## src/rtl/xike_stat_pkg.sv

```systemverilog
// Shared constants for the status register bank: read address map, counter widths
// and STATUS word bit positions.
package xike_stat_pkg;

    localparam int unsigned ADDR_W = 5;
    localparam int unsigned DATA_W = 16;
    localparam int unsigned CNT_W  = 32;
    localparam int unsigned DROP_W = 16;
    localparam int unsigned TS_W   = 32;

    localparam logic [ADDR_W-1:0] ADDR_SAMPLE_LO = 5'd0;
    localparam logic [ADDR_W-1:0] ADDR_SAMPLE_HI = 5'd1;
    localparam logic [ADDR_W-1:0] ADDR_SPIKE_LO  = 5'd2;
    localparam logic [ADDR_W-1:0] ADDR_SPIKE_HI  = 5'd3;
    localparam logic [ADDR_W-1:0] ADDR_DROP      = 5'd4;
    localparam logic [ADDR_W-1:0] ADDR_STATUS    = 5'd5;
    localparam logic [ADDR_W-1:0] ADDR_TS_LO     = 5'd6;
    localparam logic [ADDR_W-1:0] ADDR_TS_HI     = 5'd7;

    localparam int unsigned STS_SMP_OVF  = 0;
    localparam int unsigned STS_SPK_OVF  = 1;
    localparam int unsigned STS_DROP_SAT = 2;
    localparam int unsigned STS_EOF      = 3;
    localparam int unsigned STS_THR_EN   = 4;
    localparam int unsigned STS_VER_LSB  = 8;

endpackage

```

## src/rtl/stat_counter.sv

```systemverilog
// Wrapping accumulator with a sticky overflow flag; clear has priority over increment.
module stat_counter #(
    parameter int unsigned W     = 32,
    parameter int unsigned INC_W = 1
) (
    input  logic             clk_i,
    input  logic             rst_i,
    input  logic             clr_i,
    input  logic             en_i,
    input  logic [INC_W-1:0] inc_i,
    output logic [W-1:0]     cnt_o,
    output logic             ovf_o
);

    logic [W-1:0] cnt_q, cnt_d;
    logic         ovf_q, ovf_d;
    logic [W:0]   inc_ext;
    logic [W:0]   sum;

    assign inc_ext = {{(W + 1 - INC_W){1'b0}}, inc_i};
    assign sum     = {1'b0, cnt_q} + inc_ext;

    always_comb begin
        cnt_d = cnt_q;
        ovf_d = ovf_q;
        if (clr_i) begin
            cnt_d = '0;
            ovf_d = 1'b0;
        end else if (en_i) begin
            // Carry out of the top bit wraps the count and latches the flag.
            cnt_d = sum[W-1:0];
            ovf_d = ovf_q | sum[W];
        end
    end

    always_ff @(posedge clk_i) begin
        if (rst_i) begin
            cnt_q <= '0;
            ovf_q <= 1'b0;
        end else begin
            cnt_q <= cnt_d;
            ovf_q <= ovf_d;
        end
    end

    assign cnt_o = cnt_q;
    assign ovf_o = ovf_q;

endmodule

```

## src/rtl/stat_reg_16.sv

```systemverilog
// Host-readable status bank: sample/spike/drop counters with coherent snapshot on SAMPLE_LO read.
// Optional timestamp counter enabled by defining STAT_TIMESTAMP_EN.
module stat_reg_16
    import xike_stat_pkg::*;
#(
    parameter int unsigned SPK_W   = 6,
    parameter logic [7:0]  VERSION = 8'h01
) (
    input  logic              clk_i,
    input  logic              rst_i,
    input  logic              smp_vld_i,
    input  logic [SPK_W-1:0]  spk_inc_i,
    input  logic              drop_vld_i,
    input  logic              thr_en_i,
    input  logic              eof_i,
    input  logic              clr_i,
    input  logic              re_i,
    input  logic [ADDR_W-1:0] addr_i,
    output logic [DATA_W-1:0] dout_o
);

    logic [CNT_W-1:0]  smp_cnt, spk_cnt;
    logic              smp_ovf, spk_ovf;
    logic [DROP_W-1:0] drop_q, drop_d;
    logic              drop_sat_q, drop_sat_d;
    logic [15:0]       smp_sh_hi_q;
    logic [CNT_W-1:0]  spk_sh_q;
    logic [DROP_W-1:0] drop_sh_q;
    logic [DATA_W-1:0] status;
    logic [DATA_W-1:0] rd_data;
    logic [DATA_W-1:0] dout_q, dout_d;
    logic              snap;

    assign snap = re_i && (addr_i == ADDR_SAMPLE_LO);

    stat_counter #(
        .W     (CNT_W),
        .INC_W (1)
    ) u_smp_cnt (
        .clk_i (clk_i),
        .rst_i (rst_i),
        .clr_i (clr_i),
        .en_i  (!eof_i),
        .inc_i (smp_vld_i),
        .cnt_o (smp_cnt),
        .ovf_o (smp_ovf)
    );

    stat_counter #(
        .W     (CNT_W),
        .INC_W (SPK_W)
    ) u_spk_cnt (
        .clk_i (clk_i),
        .rst_i (rst_i),
        .clr_i (clr_i),
        .en_i  (thr_en_i && !eof_i),
        .inc_i (spk_inc_i),
        .cnt_o (spk_cnt),
        .ovf_o (spk_ovf)
    );

    // Drops keep counting through eof; the flag marks a drop lost to saturation.
    always_comb begin
        drop_d     = drop_q;
        drop_sat_d = drop_sat_q;
        if (clr_i) begin
            drop_d     = '0;
            drop_sat_d = 1'b0;
        end else if (drop_vld_i) begin
            if (drop_q == {DROP_W{1'b1}}) begin
                drop_sat_d = 1'b1;
            end else begin
                drop_d = drop_q + 1'b1;
            end
        end
    end

    always_ff @(posedge clk_i) begin
        if (rst_i) begin
            drop_q     <= '0;
            drop_sat_q <= 1'b0;
        end else begin
            drop_q     <= drop_d;
            drop_sat_q <= drop_sat_d;
        end
    end

`ifdef STAT_TIMESTAMP_EN
    logic [TS_W-1:0] ts_q, ts_sh_q;

    always_ff @(posedge clk_i) begin
        if (rst_i || clr_i) begin
            ts_q <= '0;
        end else begin
            ts_q <= ts_q + 1'b1;
        end
    end

    always_ff @(posedge clk_i) begin
        if (rst_i) begin
            ts_sh_q <= '0;
        end else if (snap) begin
            ts_sh_q <= ts_q;
        end
    end
`endif

    // Shadows take the pre-clear values when clr coincides with a snapshot.
    always_ff @(posedge clk_i) begin
        if (rst_i) begin
            smp_sh_hi_q <= '0;
            spk_sh_q    <= '0;
            drop_sh_q   <= '0;
        end else if (snap) begin
            smp_sh_hi_q <= smp_cnt[31:16];
            spk_sh_q    <= spk_cnt;
            drop_sh_q   <= drop_q;
        end
    end

    always_comb begin
        status                        = '0;
        status[STS_VER_LSB +: 8]      = VERSION;
        status[STS_THR_EN]            = thr_en_i;
        status[STS_EOF]               = eof_i;
        status[STS_DROP_SAT]          = drop_sat_q;
        status[STS_SPK_OVF]           = spk_ovf;
        status[STS_SMP_OVF]           = smp_ovf;
    end

    always_comb begin
        rd_data = '0;
        case (addr_i)
            ADDR_SAMPLE_LO: rd_data = smp_cnt[15:0];
            ADDR_SAMPLE_HI: rd_data = smp_sh_hi_q;
            ADDR_SPIKE_LO:  rd_data = spk_sh_q[15:0];
            ADDR_SPIKE_HI:  rd_data = spk_sh_q[31:16];
            ADDR_DROP:      rd_data = drop_sh_q;
            ADDR_STATUS:    rd_data = status;
`ifdef STAT_TIMESTAMP_EN
            ADDR_TS_LO:     rd_data = ts_sh_q[15:0];
            ADDR_TS_HI:     rd_data = ts_sh_q[31:16];
`endif
            default:        rd_data = '0;
        endcase
    end

    assign dout_d = re_i ? rd_data : dout_q;

    always_ff @(posedge clk_i) begin
        if (rst_i) begin
            dout_q <= '0;
        end else begin
            dout_q <= dout_d;
        end
    end

    assign dout_o = dout_q;

endmodule

```

## config.mk

```make
export PLATFORM = sky130hd
export DESIGN_NAME = stat_reg_16
export DESIGN_NICKNAME = d
export VERILOG_FILES = /design/src/rtl/xike_stat_pkg.sv /design/src/rtl/stat_counter.sv /design/src/rtl/stat_reg_16.sv
export SDC_FILE = /design/constraint.sdc
export NUM_CORES = 1
export LEC_CHECK = 0
export ABC_AREA = 0
export CAP_MARGIN = 5
export CORE_ASPECT_RATIO = 0.6
export CORE_UTILIZATION = 58
export CTS_CLUSTER_SIZE = 16
export DETAILED_ROUTE_END_ITERATION = 8
export PLACE_DENSITY_LB_ADDON = 0.25
export SLEW_MARGIN = 25
export SYNTH_ARGS = -nofsm -noshare
export SYNTH_HDL_FRONTEND = slang
export SYNTH_SLANG_ARGS = --single-unit
```

## constraint.sdc

```tcl
create_clock -name clk_i -period 3.8 [get_ports clk_i]
set_input_delay 0.57 -clock clk_i [delete_from_list [all_inputs] [get_ports clk_i]]
set_output_delay 0.57 -clock clk_i [all_outputs]
set_load 0.005 [all_outputs]
```

Word level (Yosys, flattened, before mapping)
Cells that the tools add are included.
Storage, ports and cells
  word-level logic and storage cells: 30
  flip-flop bits (word level): 163
  input port bits: 19
Operators by class
  reduce and logical (&&, ||, !) cells: 7
  multiplexer cells: 1
  eq/ne operators: 6
  bitwise gates (word level): 3
  $add $sub $neg: 3
Operators with widths (count)
  $pmux 16 s6: 1
  $add 32x1->33: 1
  $add 32x6->33: 1
  $add 16x1->16 const B: 1
  $eq 16x16->1 const B: 1
  $eq 5x2->1 const B: 2
  $eq 5x3->1 const B: 2
  $eq 5x1->1 const B: 1
  $logic_not 5->1: 1
  $reduce_and 2->1: 2
  $logic_and 1x1->1: 2
  $or 1x1->1: 2
  $reduce_or 2->1: 1
  $logic_not 1->1: 1
  $not 1->1: 1

Logic depth before layout (Yosys ltp)
Gate-level depths: netlist (run 1).
  depth in word-level cells: 3
  mapped depth: 7

By module
Synthesis (run 1) repeated with hierarchy kept, for this count alone.
Second synthesis, totals
  cell total of the unflattened synthesis: 901
  area total of the unflattened synthesis: 7674.9 um2
Modules (own cells, without submodules)
  stat_reg_16: area each 4247.8 um2, sequential area each 1941.9 um2, times used 1, cells an instance 506
  stat_counter (u_spk_cnt): area each 1829.3 um2, sequential area each 660.6 um2, times used 1, cells an instance 209
  stat_counter (u_smp_cnt): area each 1597.8 um2, sequential area each 660.6 um2, times used 1, cells an instance 186

Least setup slack after synthesis (run 1)
OpenSTA, ideal clock, no wires.
  path kind: input port to flip-flop
  start: input port spk_inc_i[0]
  end: register u_spk_cnt.cnt_q[30] (netlist: u_spk_cnt.cnt_o[30])
  slack: 1.451 ns
  data required time: 3.671 ns
  setup time: 0.129 ns
  data arrival time: 2.220 ns
  cell stages on the path: 7
  cell sequence: ha_1 > fa_1 > a21o_1 > a31oi_1 > clkbuf_1 > nor4_1 > mux2i_1
On the way
  longest elaborated chain between the ends: 1
RTL lines
  start, declared: RTL line stat_reg_16.sv:12  | input logic [SPK_W-1:0] spk_inc_i,
  $add 32x6->33: RTL line stat_counter.sv:21  | assign sum = {1'b0, cnt_q} + inc_ext;
  end signal, assigned: RTL line stat_counter.sv:41  | cnt_q <= cnt_d;
  end, declared: RTL line stat_counter.sv:15  | logic [W-1:0] cnt_q, cnt_d;
No other way between the ends.
A chain may end at the register's enable or synchronous reset.

Final worst setup path (run 1)
  start: input port smp_vld_i
  end: register u_smp_cnt.cnt_q[26] (netlist: u_smp_cnt.cnt_o[26])
On the way
  longest elaborated chain between the ends: 1
RTL lines
  start, declared: RTL line stat_reg_16.sv:11  | input logic smp_vld_i,
  $add 32x1->33: RTL line stat_counter.sv:21
  end signal, assigned: RTL line stat_counter.sv:41
  end, declared: RTL line stat_counter.sv:15
No other way between the ends.

==> impl_metrics.tcl, run 1 <==
set metrics [dict create \
    outcome "finished, final reports clean" \
    ys_async_sr_fraction_pct 0 \
    core_area_um2 12400 \
    clk_path_buf_depth 2 \
    synth_fp_nets 949 \
    postCtsResizedCells 0 \
    period_share_pct 71.4 \
    synth_fa_ha_area_share_pct 1.75 \
    mostFrequentLayoutCells "nand2_1, dfxtp_1, a21oi_1" \
    multiInputGateArea_um2 4040 \
    cts_setup_buffers 0 \
    worstSetupPathType "in -> reg" \
    register_area_um2 3260 \
    dieArea_um2 13500 \
    synth_top_area_share_pct 43.0 \
    grt_pass1_wl_um 34700 \
    area_delta_synth_final_pct 13.4 \
    vias 7317 \
    period_minus_slack_ns 2.71 \
    synth_compound_area_share_pct 17.9 \
    cap_violations 0 \
    overflow 0 \
    ys_seq_elements 163 \
    grt.busiest_layer "met1" \
    via_per_inst 6.66 \
    finalWirelength_um 21700 \
    grt_pass1_vias 6634 \
    fillers 987 \
    ant_nets 0 \
    synth_top_family_by_area "simple AND/OR/NAND/NOR gates" \
    clk_pin_slew_ns 0.06 \
    rsz0062_at_grt "false" \
    power_per_cell_area_nw_per_um2 428 \
    cts_tree "done" \
    yosysTopAreaCell "dfxtp_1" \
    synth_xor_area_share_pct 1.50 \
    worstMarginPinSlew_ns 0.936 \
    htree_levels 4 \
    placed_area_um2 7990 \
    synthFlopType "dfxtp_1" \
    yosysSeqAreaShare_pct 43.0 \
    crit_arrival_ns 3.07 \
    setup_violations 0 \
    max-vdd-ir-drop_uv 324 \
    clock_latency_ns 0.43 \
    cp.required_ns 4.16 \
    leakagePower_nw 2.80 \
    use_met3_pct 6.31 \
    synth_edf_count 0 \
    drt_iter0_drc 1024 \
    syn_inst 920 \
    portBuffers 34 \
    layout-drive-gt1-share_pct 6.22 \
    final_area_um2 8600 \
    die_y_um 90.6 \
    wire_per_inst_um 19.7 \
    io_pins 35 \
    cts_hold_buf 0 \
    syn_area_um2 7580 \
    syn_area_per_cell_um2 8.24 \
    grtUsageTotal_pct 33.1 \
    setup-tns-final_ns 0 \
    startpoint_type "input pin" \
    worstPathMaxFanout 19 \
    initial_core_util_pct 61.1 \
    met2_usage_pct 47.2 \
    holdCritPathClass "reg -> reg" \
    antenna_found_initial 1 \
    rows 31 \
    synth_simple_gate_area_share_pct 25.2 \
    endpoint_kind "register" \
    skew_ns 0.00704 \
    synthDistinctLibCells 61 \
    antenna_cells 0 \
    fin_ws_ns 1.09 \
    final-hold-violation-count 0 \
    synthTopCellsByArea "dfxtp_1, nand2_1, a21oi_1" \
    yosysWarnings 0 \
    nets 951 \
    remaining_drc_errors 0 \
    place_congestion 0.911 \
    fmax_ghz 0.369 \
    slew_headroom_pct 37.6 \
    synth.area.mux_share_pct 6.82 \
    clkSinkCount 163 \
    die_x_um 150 \
    met1_usage_pct 49.0 \
    root_buffer "clkbuf_16" \
    cts_made_buffers 17 \
    slew_violations 0 \
    place_hpwl_um 14800 \
    drt-pass1-iter-count 8 \
    dp_slack_ns 0.779 \
    final_common_cell "nand2_1" \
    grt_max_degree 93 \
]
[kinds of logic (layout without fill, tap and decap cells)]
group | Yosys count | after routing
and+or+nand+nor | 388 | 388
AOI/OAI and AO/OA | 225 | 225
DFF | 163 | 163
buffers and inverters | 70 | 83
muxes | 51 | 51
xor gates and xnor gates | 13 | 13
adders and majority gates | 10 | 10
[worst max-delay path: stages]
cell and delay (ns):
clkdlybuf4s50_1 0.49, ha_1 0.20, ha_1 0.16, and2_1 0.12, nand4_1 0.60, or4_1 0.75
a21oi_1 0.16
[per-layer routing]
| metal | up-vias | wire length [µm] |
|---|---|---|
| met3 | 61 | 2500 |
| met5 | - | 12 |
| li1 | 3350 | - |
| met2 | 419 | 9100 |
| met4 | 2 | 481 |
| met1 | 3485 | 9570 |
[registers in the layout, summed over array words and instances, names as in the netlist]
| register | count |
|---|---|
| drop_sat_q | 1 |
| u_spk_cnt.ovf_o | 1 |
| drop_q | 16 |
| drop_sh_q | 16 |
| dout_o | 16 |
| spk_sh_q | 32 |
| u_smp_cnt.ovf_o | 1 |
| smp_sh_hi_q | 16 |
| u_spk_cnt.cnt_o | 32 |
| u_smp_cnt.cnt_o | 32 |
[per-stage QoR]
stage / hold slack (ns) / std cells / util (%) / total power [W]
finish: 0.455 / 1098 / 69.3 / 0.00368
CTS: 0.456 / 1098 / 69.3 / 0.00368
global route: 0.472 / 1098 / 69.3 / 0.00377
global placement: 0.443 / 1068 / 64.4 / 0.00191
floorplan: 0.425 / 920 / - / 0.00186
detailed placement: 0.448 / 1068 / 64.4 / 0.00192
[final timing paths]
kind	depth (start not counted)	from	end	slack, ns
max	7	smp_vld_i	u_smp_cnt.cnt_o[26]$_SDFFE_PP0N_	1.09
min	2	drop_sh_q[2]$_SDFFE_PP0P_	drop_sh_q[2]$_SDFFE_PP0P_	0.46
max reg2reg	4	u_smp_cnt.cnt_o[2]$_SDFFE_PP0N_	u_smp_cnt.cnt_o[26]$_SDFFE_PP0N_	1.29
min reg2reg	2	drop_sh_q[2]$_SDFFE_PP0P_	drop_sh_q[2]$_SDFFE_PP0P_	0.46
[report_power, final]
group / switching, W / internal, W / leakage, nW
registers: 0.00000512 / 0.00171 / 1.31
clock network: 0.000687 / 0.00110 / 0.298
logic: 0.000106 / 0.0000613 / 1.19
total: 0.000797 / 0.00288 / 2.80
[area by class of cell]
cell class                      count  area share [%]
Multi-Input combinational cell    687            47.0
Sequential cell                   163            38.0
Timing Repair Buffer               47            5.33
Clock buffer                       19            5.15
Tap cell                          165            2.40
Clock inverter                     11            1.88
Inverter                            6           0.262
[synthesized netlist by cell type, drive strengths merged (6+ instances only)]
library cell / instances
nand3: 24
o31ai: 17
or3: 35
o21ai: 29
and3: 10
o22ai: 11
mux2i: 46
nor2: 30
or4: 19
nand4: 20
ha: 9
buf: 16
a21oi: 114
clkbuf: 48
and4: 10
a31oi: 6
dfxtp: 163
nand2: 198
xor2: 11
a211oi: 10
nor4: 17
No activity file was read; power rests on OpenSTA's default activity.
==> run 2, diff against run 1 <==
==> constraint.sdc (replaced) <==
create_clock -name clk_i -period 2.6 [get_ports clk_i]
set_input_delay 0.39 -clock clk_i [delete_from_list [all_inputs] [get_ports clk_i]]
set_output_delay 0.39 -clock clk_i [all_outputs]
set_load 0.005 [all_outputs]
==> impl_metrics.tcl, run 2 (synthesis gave the netlist of run 1 again) <==
set metrics [dict create \
    place_congestion 0.896 \
    period_minus_slack_ns 2.30 \
    worstSetupPathType "reg -> reg" \
    htree_levels 4 \
    setup_violations 0 \
    antenna_cells 0 \
    io_pins 35 \
    startpoint_type "register" \
    net-switching-power_w 0.00130 \
    die_x_um 150 \
    outcome "finished with violations" \
    die_y_um 90.6 \
    clock_latency_ns 0.44 \
    final-hold-violation-count 0 \
    cts_tree "done" \
    rows 31 \
    nets 973 \
    vias 7450 \
    cap_violations 0 \
    p_clk_share_pct 49.1 \
    reg2reg_to "u_spk_cnt.cnt_o[31]$_SDFFE_PP0P_" \
    portBuffers 34 \
    overflow 0 \
    power_per_cell_area_nw_per_um2 620 \
    register_area_um2 3260 \
    worstPathMaxFanout 9 \
    initial_core_util_pct 61.1 \
    slew_headroom_pct 32.4 \
    rsz0062_at_grt "false" \
    setup-tns-final_ns 0 \
    violations "design-rule violations" \
    regToRegSetupSlack_ns 0.30 \
    skew_ns 0.0141 \
    final_util_pct 70.8 \
    max_stage_delay_ns 0.63 \
    cts_setup_buffers 0 \
    remaining_drc_errors 1 \
    antenna_found_initial 0 \
    wire_per_inst_um 20.3 \
    place_hpwl_um 15600 \
    hold_end "smp_sh_hi_q[12]$_SDFFE_PP0P_" \
    clkSinkCount 163 \
    clk_path_buf_depth 2 \
    p_sw_share_pct 23.9 \
    r2r_start "u_spk_cnt.cnt_o[9]$_SDFFE_PP0P_" \
    clk_pin_slew_ns 0.07 \
    fmax_ghz 0.435 \
    core_area_um2 12400 \
    slew_violations 0 \
    crit_slowest_cell "nor4_1" \
    fillers 938 \
    ant_nets 0 \
    period_share_pct 88.4 \
    fin_ws_ns 0.303 \
    grt_pass1_wl_um 36500 \
    cts_hold_buf 0 \
    endpoint_kind "register" \
    power_frac_comb_pct 4.8 \
    crit_arrival_ns 2.63 \
    via_per_inst 6.64 \
    mostFrequentLayoutCells "nand2_1, dfxtp_1, a21oi_1" \
    max-vdd-ir-drop_uv 396 \
    drt-pass1-iter-count 8 \
    grt_max_degree 94 \
    intPower_w 0.00415 \
    p_seq_share_pct 46.1 \
    grtUsageTotal_pct 34.8 \
    holdCritPathClass "reg -> reg" \
    cts_made_buffers 17 \
    postCtsResizedCells 0 \
    worstMarginPinSlew_ns 0.999 \
    finalWirelength_um 22800 \
    dieArea_um2 13500 \
    dp_slack_ns 0.0783 \
    final_common_cell "nand2_1" \
    multiInputGateArea_um2 4040 \
    r2r_cells 4 \
    drt_iter0_drc 917 \
    grt_pass1_vias 6902 \
    hold_start "smp_sh_hi_q[12]$_SDFFE_PP0P_" \
    root_buffer "clkbuf_16" \
    layout-drive-gt1-share_pct 8.67 \
    leakagePower_nw 2.90 \
    area_delta_synth_final_pct 15.9 \
    crit_chain "and3_1 > nand4_1 > nor4_1 > mux2i_1" \
    cp.required_ns 2.94 \
    whs_path_depth 2 \
    total_power_w 0.00545 \
]
==> run 2: cell types whose count changed in the layout (fill, tap and decap cells not counted), moves of 2 or more <==
cell | previous run | this run
clkinv_4 | 1 | 3
buf_4 | 11 | 32
clkinvlp_4 | 1 | 3
inv_8 | 0 | 2
clkinv_2 | 5 | 0
inv_6 | 0 | 4
==> run 2: layout make-up <==
cell class	instances	share of cell area, %
multi-input combinational	687	46.0
sequential	163	37.1
inverter	6	0.256
tap	165	2.35
timing repair buffer	69	7.23
clock inverter	15	2.23
clock buffer	17	4.84
==> run 2: stage by stage <==
stage	instance area [µm²]	hold slack, ns	std cells
detailed placement	8170	0.447	1090
finish	8790	0.458	1122
global route	8790	0.469	1122
CTS	8790	0.456	1122
global placement	8170	0.443	1090
floorplan	7580	0.425	920
==> run 2: per-layer routing <==
| layer | global-route usage (%) | part of all wire (%) | vias up |
|---|---|---|---|
| met1 | 48.3 | 42 | 3544 |
| met5 | 0 | 0 | - |
| met4 | 11.5 | 2.6 | 0 |
| met2 | 50.6 | 42 | 441 |
| li1 | - | - | 3392 |
| met3 | 11.1 | 14 | 73 |
==> run 2: power by group through the flow <==
stage | Sequential, W | Clock, W | Combinational [W]
finish | 0.00251 | 0.00267 | 0.000263
global route | 0.00251 | 0.00279 | 0.000280
CTS | 0.00251 | 0.00268 | 0.000255
detailed placement | 0.00257 | 0 | 0.000252
global placement | 0.00257 | 0 | 0.000242
floorplan | 0.00257 | 0 | 0.000147
==> run 2: how the worst max path moves through the flow <==
stage,startpoint,end,cells past startpoint
after floorplan,spk_inc_i[0],u_spk_cnt.cnt_o[30]$_SDFFE_PP0P_,7
after CTS,spk_inc_i[5],u_spk_cnt.cnt_o[31]$_SDFFE_PP0P_,6
after global routing,u_spk_cnt.cnt_o[9]$_SDFFE_PP0P_,u_spk_cnt.cnt_o[31]$_SDFFE_PP0P_,4
after global placement,spk_inc_i[4],u_spk_cnt.cnt_o[13]$_SDFFE_PP0P_,7
final,u_spk_cnt.cnt_o[9]$_SDFFE_PP0P_,u_spk_cnt.cnt_o[31]$_SDFFE_PP0P_,4
after detailed placement,spk_inc_i[5],u_spk_cnt.cnt_o[18]$_SDFFE_PP0P_,6
==> run 2: worst max-delay path, delay by kind of cell, from the launching register on <==
kind | cells | cell delay [ns]
simple gates | 3 | 1.37
flops | 1 | 0.51
mux | 1 | 0.33
==> run 3, diff against run 2 <==
--- a/config.mk
+++ b/config.mk
@@ -8,7 +8,7 @@
 export ABC_AREA = 0
 export CAP_MARGIN = 5
 export CORE_ASPECT_RATIO = 0.6
-export CORE_UTILIZATION = 58
+export CORE_UTILIZATION = 60
 export CTS_CLUSTER_SIZE = 16
 export DETAILED_ROUTE_END_ITERATION = 8
 export PLACE_DENSITY_LB_ADDON = 0.25
==> constraint.sdc (replaced) <==
create_clock -name clk_i -period 2.6 [get_ports clk_i]
set_input_delay 0.78 -clock clk_i [delete_from_list [all_inputs] [get_ports clk_i]]
set_output_delay 0.78 -clock clk_i [all_outputs]
set_load 0.005 [all_outputs]
==> impl_metrics.tcl, run 3 (synthesis gave the netlist of run 1 again) <==
set metrics [dict create \
    cts_tree "done" \
    clk_pin_slew_ns 0.07 \
    place_congestion 0.943 \
    period_minus_slack_ns 2.43 \
    wire_per_inst_um 19.3 \
    antenna_cells 0 \
    cp_num_buf_inv 3 \
    crit_chain "clkdlybuf4s50_1 > ha_1 > a211oi_1 > o21ba_1 > buf_12 > nor4_1 > buf_4 > mux2i_1" \
    io_pins 35 \
    portBuffers 34 \
    via_per_inst 6.52 \
    worstPathMaxFanout 17 \
    die_y_um 89.1 \
    startpoint_type "input pin" \
    rsz0062_at_grt "false" \
    remaining_drc_errors 0 \
    power_per_cell_area_nw_per_um2 622 \
    htree_levels 4 \
    fmax_ghz 0.411 \
    period_share_pct 93.6 \
    vias 7494 \
    total_power_w 0.00565 \
    setup_violations 0 \
    final-hold-violation-count 0 \
    mostFrequentLayoutCells "nand2_1, dfxtp_1, a21oi_1" \
    placed_area_um2 8400 \
    ant_nets 0 \
    postCtsResizedCells 0 \
    worstSetupPathType "in -> reg" \
    rows 31 \
    crit_arrival_ns 2.76 \
    slew_headroom_pct 45.7 \
    dieArea_um2 13100 \
    die_x_um 147 \
    final_area_um2 9080 \
    worstMarginPinSlew_ns 0.803 \
    cap_violations 0 \
    cts_setup_buffers 0 \
    grt_pass1_vias 6556 \
    initial_core_util_pct 62.3 \
    clk_path_buf_depth 2 \
    core_area_um2 12200 \
    crit_slowest_cell "clkdlybuf4s50_1" \
    critPathTopFamily "buffers and inverters" \
    cp.required_ns 2.92 \
    cts_made_buffers 17 \
    max-vdd-ir-drop_uv 512 \
    layout-drive-gt1-share_pct 11.3 \
    dp_slack_ns -0.263 \
    grtUsageTotal_pct 34.5 \
    area_delta_synth_final_pct 19.8 \
    endpoint_kind "register" \
    skew_ns 0.0139 \
    overflow 0 \
    grt_max_degree 52 \
    antenna_found_initial 0 \
    slew_violations 0 \
    grt_pass1_wl_um 34900 \
    drt-pass1-iter-count 6 \
    outcome "finished, final reports clean" \
    clock_latency_ns 0.43 \
    nets 1001 \
    final_common_cell "nand2_1" \
    leakagePower_nw 3.08 \
    place_hpwl_um 15800 \
    max_stage_delay_ns 0.45 \
    clkSinkCount 163 \
    cts_hold_buf 0 \
    finalWirelength_um 22200 \
    root_buffer "clkbuf_16" \
    fin_ws_ns 0.167 \
    drt_iter0_drc 900 \
    holdCritPathClass "reg -> reg" \
]
run 3: where the power goes:
part	leakage [nW]	switching [W]	internal, W	total [W]
combinational	1.44	0.000162	0.000116	0.000278
clock	0.326	0.00104	0.00181	0.00286
sequential	1.31	0.00000926	0.00251	0.00251
run 3: worst register-to-register path, stage by stage, from the launching register on:
cell and delay, ns:
dfxtp_1 0.45, and4_1 0.44, nand4_1 0.28, buf_4 0.26, or4_1 0.40, a21oi_1 0.18
run 3: layout make-up:
class / instances / area [µm²]
Sequential cell: 163 / 3260
Clock inverter: 11 / 196
Timing Repair Buffer: 97 / 871
Clock buffer: 21 / 480
Multi-Input combinational cell: 687 / 4040
Inverter: 6 / 22.5
Fill cell: 897 / 3100
Tap cell: 165 / 206
run 3: through the flow:
step	TNS [ns]	cells	hold slack [ns]	utilization, %
floorplan	0	920	0.425	-
global placement	-3.36	1118	0.441	69.0
detailed placement	-6.43	1118	0.448	69.0
CTS	0	1150	0.455	74.6
global route	0	1150	0.472	74.6
finish	0	1150	0.459	74.6
run 3: layer usage:
metal,global-route usage [%],vias up,wire [µm]
li1,-,3455,-
met1,50.1,3595,9770
met5,0,-,0
met2,52.0,407,9530
met3,6.43,37,2560
met4,10.9,0,315
run 3: path summary, 6_finish.rpt:
check	startpoint	to	slack, ns	cells past startpoint
hold reg to reg	drop_sh_q[3]$_SDFFE_PP0P_	drop_sh_q[3]$_SDFFE_PP0P_	0.46	2
setup reg to reg	u_smp_cnt.cnt_o[2]$_SDFFE_PP0N_	u_smp_cnt.cnt_o[27]$_SDFFE_PP0N_	0.53	5
setup / recovery	spk_inc_i[1]	u_spk_cnt.cnt_o[29]$_SDFFE_PP0P_	0.17	8
hold / removal	drop_sh_q[3]$_SDFFE_PP0P_	drop_sh_q[3]$_SDFFE_PP0P_	0.46	2
==> patch 1 (config.mk and constraints of run 1) <==
Put one more register stage on the output `dout_o`, with the module's reset. The value now appears one clock later.
--- a/src/rtl/stat_reg_16.sv
+++ b/src/rtl/stat_reg_16.sv
@@ -156,5 +156,11 @@
     end
 
-    assign dout_o = dout_q;
+    always_ff @(posedge clk_i) begin
+        if (rst_i) begin
+            dout_o <= '0;
+        end else begin
+            dout_o <= dout_q;
+        end
+    end
 
 endmodule
Behaviour: not the same (Yosys sat finds a counterexample within 4 cycles, from zero or initial values and one cycle with rst_i high).
==> patch 1 against run 1 <==
Sequential cell count grew 16. Total power grew 1.5%. Routed wire length shrank 9.9%. Design area grew 1.6%. Area after synthesis grew 1.3%. Synthesized cell count shrank 0.43%. Clock power shrank 4%. Utilization shrank 1.5 points. Setup slack gained 60 ps. Via count shrank 8.6%. Largest power group is now sequential cells.
==> patch 1: results (changes against run 1) <==
Floorplanning
  • Std cell rows: 32 (+3.2%)

Global route
  • All-Layer GR Usage: 29.8% (-3.3 points)
  • Met1 Use GR: 49.2% (+0.20 points)
  • First-pass GRT wire length: 31.2 mm (-10%)
  • Pin count of the biggest net entering global routing: 90 (-3.2%)
  • Antenna violations before repair: 0 (-1)
  • M3 GR Usage: 7.29% (+0.97 points)
  • Vias in the first global route: 5824 (-12%)
  • M2 GR Usage: 37.1% (-10 points)

Power
  • Max VDD drop: 0.000293 V (-9.7%)
  • Part of the power in registers: 50.6% (+3.8 points)

Route
  • Pre-antenna DRT Iters: 6 (-2)
  • Drt wl/cell: 17.5 um (-11%)
  • DR iter-0 viols: 834 (-19%)
  • Wire length on met1: 9.78 mm (+2.2%)
  • Met3 Routed Length: 2.27 mm (-9.4%)
  • Uppermost layer routed: met4

Worst setup path
  • WP data arrival: 3010 ps (-60 ps)
  • Crit path max fanout: 14 (-5)
  • Reg2Reg Depth: 5 (+1)
  • Worst reg-to-reg setup slack: 1510 ps (+220 ps)
  • Crit. Startpoint: eof_i
  • Critical path endpoint: u_spk_cnt.cnt_o[31]

STA
  • Hold Slack: 456 ps (+0.340 ps)
  • Post-route clock skew: 9.71 ps (+2.67 ps)
  • Tightest Pin Transition: 917 ps (-18.8 ps)

Synth
  • Syn_nets: 945 (-0.42%)
  • Xor and xnor area share after synthesis: 5.70% (+4.2 points)
  • Commonest cells post-synth: dfxtp_1, nand2_1, a21oi_1, nor2_1, clkbuf_1
  • Dominant cells by area after synthesis: dfxtp_1, nand2_1, a21oi_1, nor2_1, xnor2_1
  • Mux share of post-synthesis cell area: 2.75% (-4.1 points)
  • Seq/Total Area, Yosys: 46.6% (+3.6 points)
  • Compound-Gate Fraction of Synth Area: 15.1% (-2.8 points)
  • Post-synthesis cell type count: 51 (-16%)

Worst hold path
  • HP Start: smp_sh_hi_q[2]
  • Min-Delay Endpoint: smp_sh_hi_q[2]

Placed design
  • Post-DP HPWL: 13.5 mm (-8.5%)

Finish
  • Post-layout nets: 960 (+0.95%)

Run status
  • Outcome: complete, no violations
==> patch 1: layout make-up <==
type / count / area, um^2
clock buffers: 18 / 439
clock inverters: 14 / 131
fillers: 1052 / 4160
inverters: 9 / 33.8
multi-input cells: 675 / 3870
flip-flops and latches: 179 / 3580
well taps: 170 / 213
repair buffers: 49 / 460
==> patch 1: stage by stage <==
step | worst slack, ps | instances | power (mW) | instance area (um^2)
floorplan | 1230 | 916 | 2.01 | 7680
global placement | 867 | 1082 | 2.06 | 8160
detailed placement | 785 | 1082 | 2.06 | 8160
CTS | 1200 | 1114 | 3.75 | 8730
global route | 1030 | 1114 | 3.85 | 8730
finish | 1150 | 1114 | 3.73 | 8730
==> patch 1: worst max-delay path: cells and delay by family <==
family,cells,cell delay [ps]
AND/OR/NAND/NOR,3,1400
AO/OA/AOI/OAI,2,450
buffers and inverters,2,590
==> patch 2 (config.mk and constraints of run 1) <==
Made on the original files. Change the package constant `STS_VER_LSB` from 8 to 4.
--- a/src/rtl/xike_stat_pkg.sv
+++ b/src/rtl/xike_stat_pkg.sv
@@ -23,5 +23,5 @@
     localparam int unsigned STS_EOF      = 3;
     localparam int unsigned STS_THR_EN   = 4;
-    localparam int unsigned STS_VER_LSB  = 8;
+    localparam int unsigned STS_VER_LSB  = 4;
 
 endpackage
Function: changed (a bounded check fails within 4 cycles, from zero or initial values and one cycle with rst_i high).
==> patch 2 against run 1 <==
Total power rose by 4.8%. Sequential cell count did not move. Final cell count is 3.0% lower. Routed wire length fell by 6.4%. Largest power group unchanged. Design area down 2.0%. Synthesized cell count shrank 3.9%. Clock skew barely moved. Sequential share of layout area up 0.76 points. Non-clock buffer count decreased by 1. Setup slack worse by 250 ps. Area after synthesis decreased by 2.8%. Hold slack better by 6.2 ps.
==> patch 2: results (changes against run 1) <==
Route
  • Via Count: 6648 (-9.1%)
  • Pre-antenna DRT Iters: 6 (-2)
  • DR iter-0 viols: 754 (-26%)
  • Total wire length: 20.3 mm (-6.4%)

Power
  • P_leak: 2.73 nW (-2.7%)
  • Max VDD drop: 0.000317 V (-2.0%)

Worst setup path
  • WP data arrival: 3290 ps (+220 ps)
  • CP delay by family, top: simple AND/OR/NAND/NOR gates
  • Slowest cell on the critical path: clkdlybuf4s50_1
  • Max incr delay on CP: 720 ps (-30 ps)
  • Crit path max fanout: 16 (-3)

CTS
  • PostCTS Resize Cnt: 0 (unchanged)
  • Root Buffer: clkbuf_16

Synth
  • Seq/Total Area, Yosys: 44.3% (+1.2 points)
  • Syn_nets: 913 (-3.8%)
  • Commonest cells post-synth: nand2_1, dfxtp_1, nor2_1, a21oi_1, xnor2_1
  • Mapped Cells: 884 (-3.9%)
  • Post-synthesis cell type count: 54 (-11%)
  • Dominant cells by area after synthesis: dfxtp_1, nand2_1, xnor2_1, a21oi_1, nor2_1

Placed design
  • Routability congestion estimate: 0.916 (+0.52%)
  • Placed cell count: 1033 (-3.3%)
  • Post-Place Cell Area: 7740 um^2 (-3.2%)

Floorplanning
  • Die W: 148 um (-1.4%)

STA
  • Post-route clock skew: 6.74 ps (-0.306 ps)
  • Max_slew headroom: 32.7% (-4.9 points)

Global route
  • Pin count of the biggest net entering global routing: 48 (-48%)
  • First-pass GRT wire length: 31.9 mm (-8.1%)
  • Antenna violations before repair: 0 (-1)
  • All-Layer GR Usage: 31.8% (-1.3 points)

Run status
  • Outcome: complete, no violations

Finish
  • Final non-filler cell total: 1065 (-3.0%)
patch 2: cell families after synthesis:
family / share of synthesized area [%]
xor+xnor: 7.49
fa+ha+maj: 1.80
compound gates: 14.2
buf+inv: 3.89
mux: 3.75
flops: 44.3
simple gates: 24.6
patch 2: tightest hold or removal path, cell delays in order, from the launching register on:
cell,delay (ps)
dfxtp_1,310
nand2_1,50
a21oi_1,50
patch 2: final cells by class:
type / instances / area, um^2
Fill cell: 963 / 3790
Tap cell: 165 / 206
Multi-Input combinational cell: 653 / 3820
Inverter: 6 / 22.5
Sequential cell: 163 / 3260
Clock inverter: 8 / 195
Clock buffer: 24 / 492
Timing Repair Buffer: 46 / 425
patch 2: final timing paths:
path                 startpoint             endpoint  slack [ps]  cells past startpoint
max reg2reg  u_spk_cnt.cnt_o[0]  u_spk_cnt.cnt_o[16]        1470                      8
min                spk_sh_q[26]         spk_sh_q[26]         460                      2
min reg2reg        spk_sh_q[26]         spk_sh_q[26]         460                      2
max                   addr_i[0]            dout_o[0]         830                      5
patch 2: report_power, final:
group	switching, mW	internal [mW]
logic	0.0888	0.0487
registers	0.00611	1.71
clock network	0.694	1.30
patch 2: per-layer routing:
metal | vias to the layer above | global-route usage (%) | wire length [um]
li1 | 3080 | - | -
met1 | 3216 | 45.4 | 9340
met2 | 321 | 48.1 | 8700
met3 | 31 | 8.11 | 1950
met4 | 0 | 7.97 | 289
met5 | - | 0 | 0
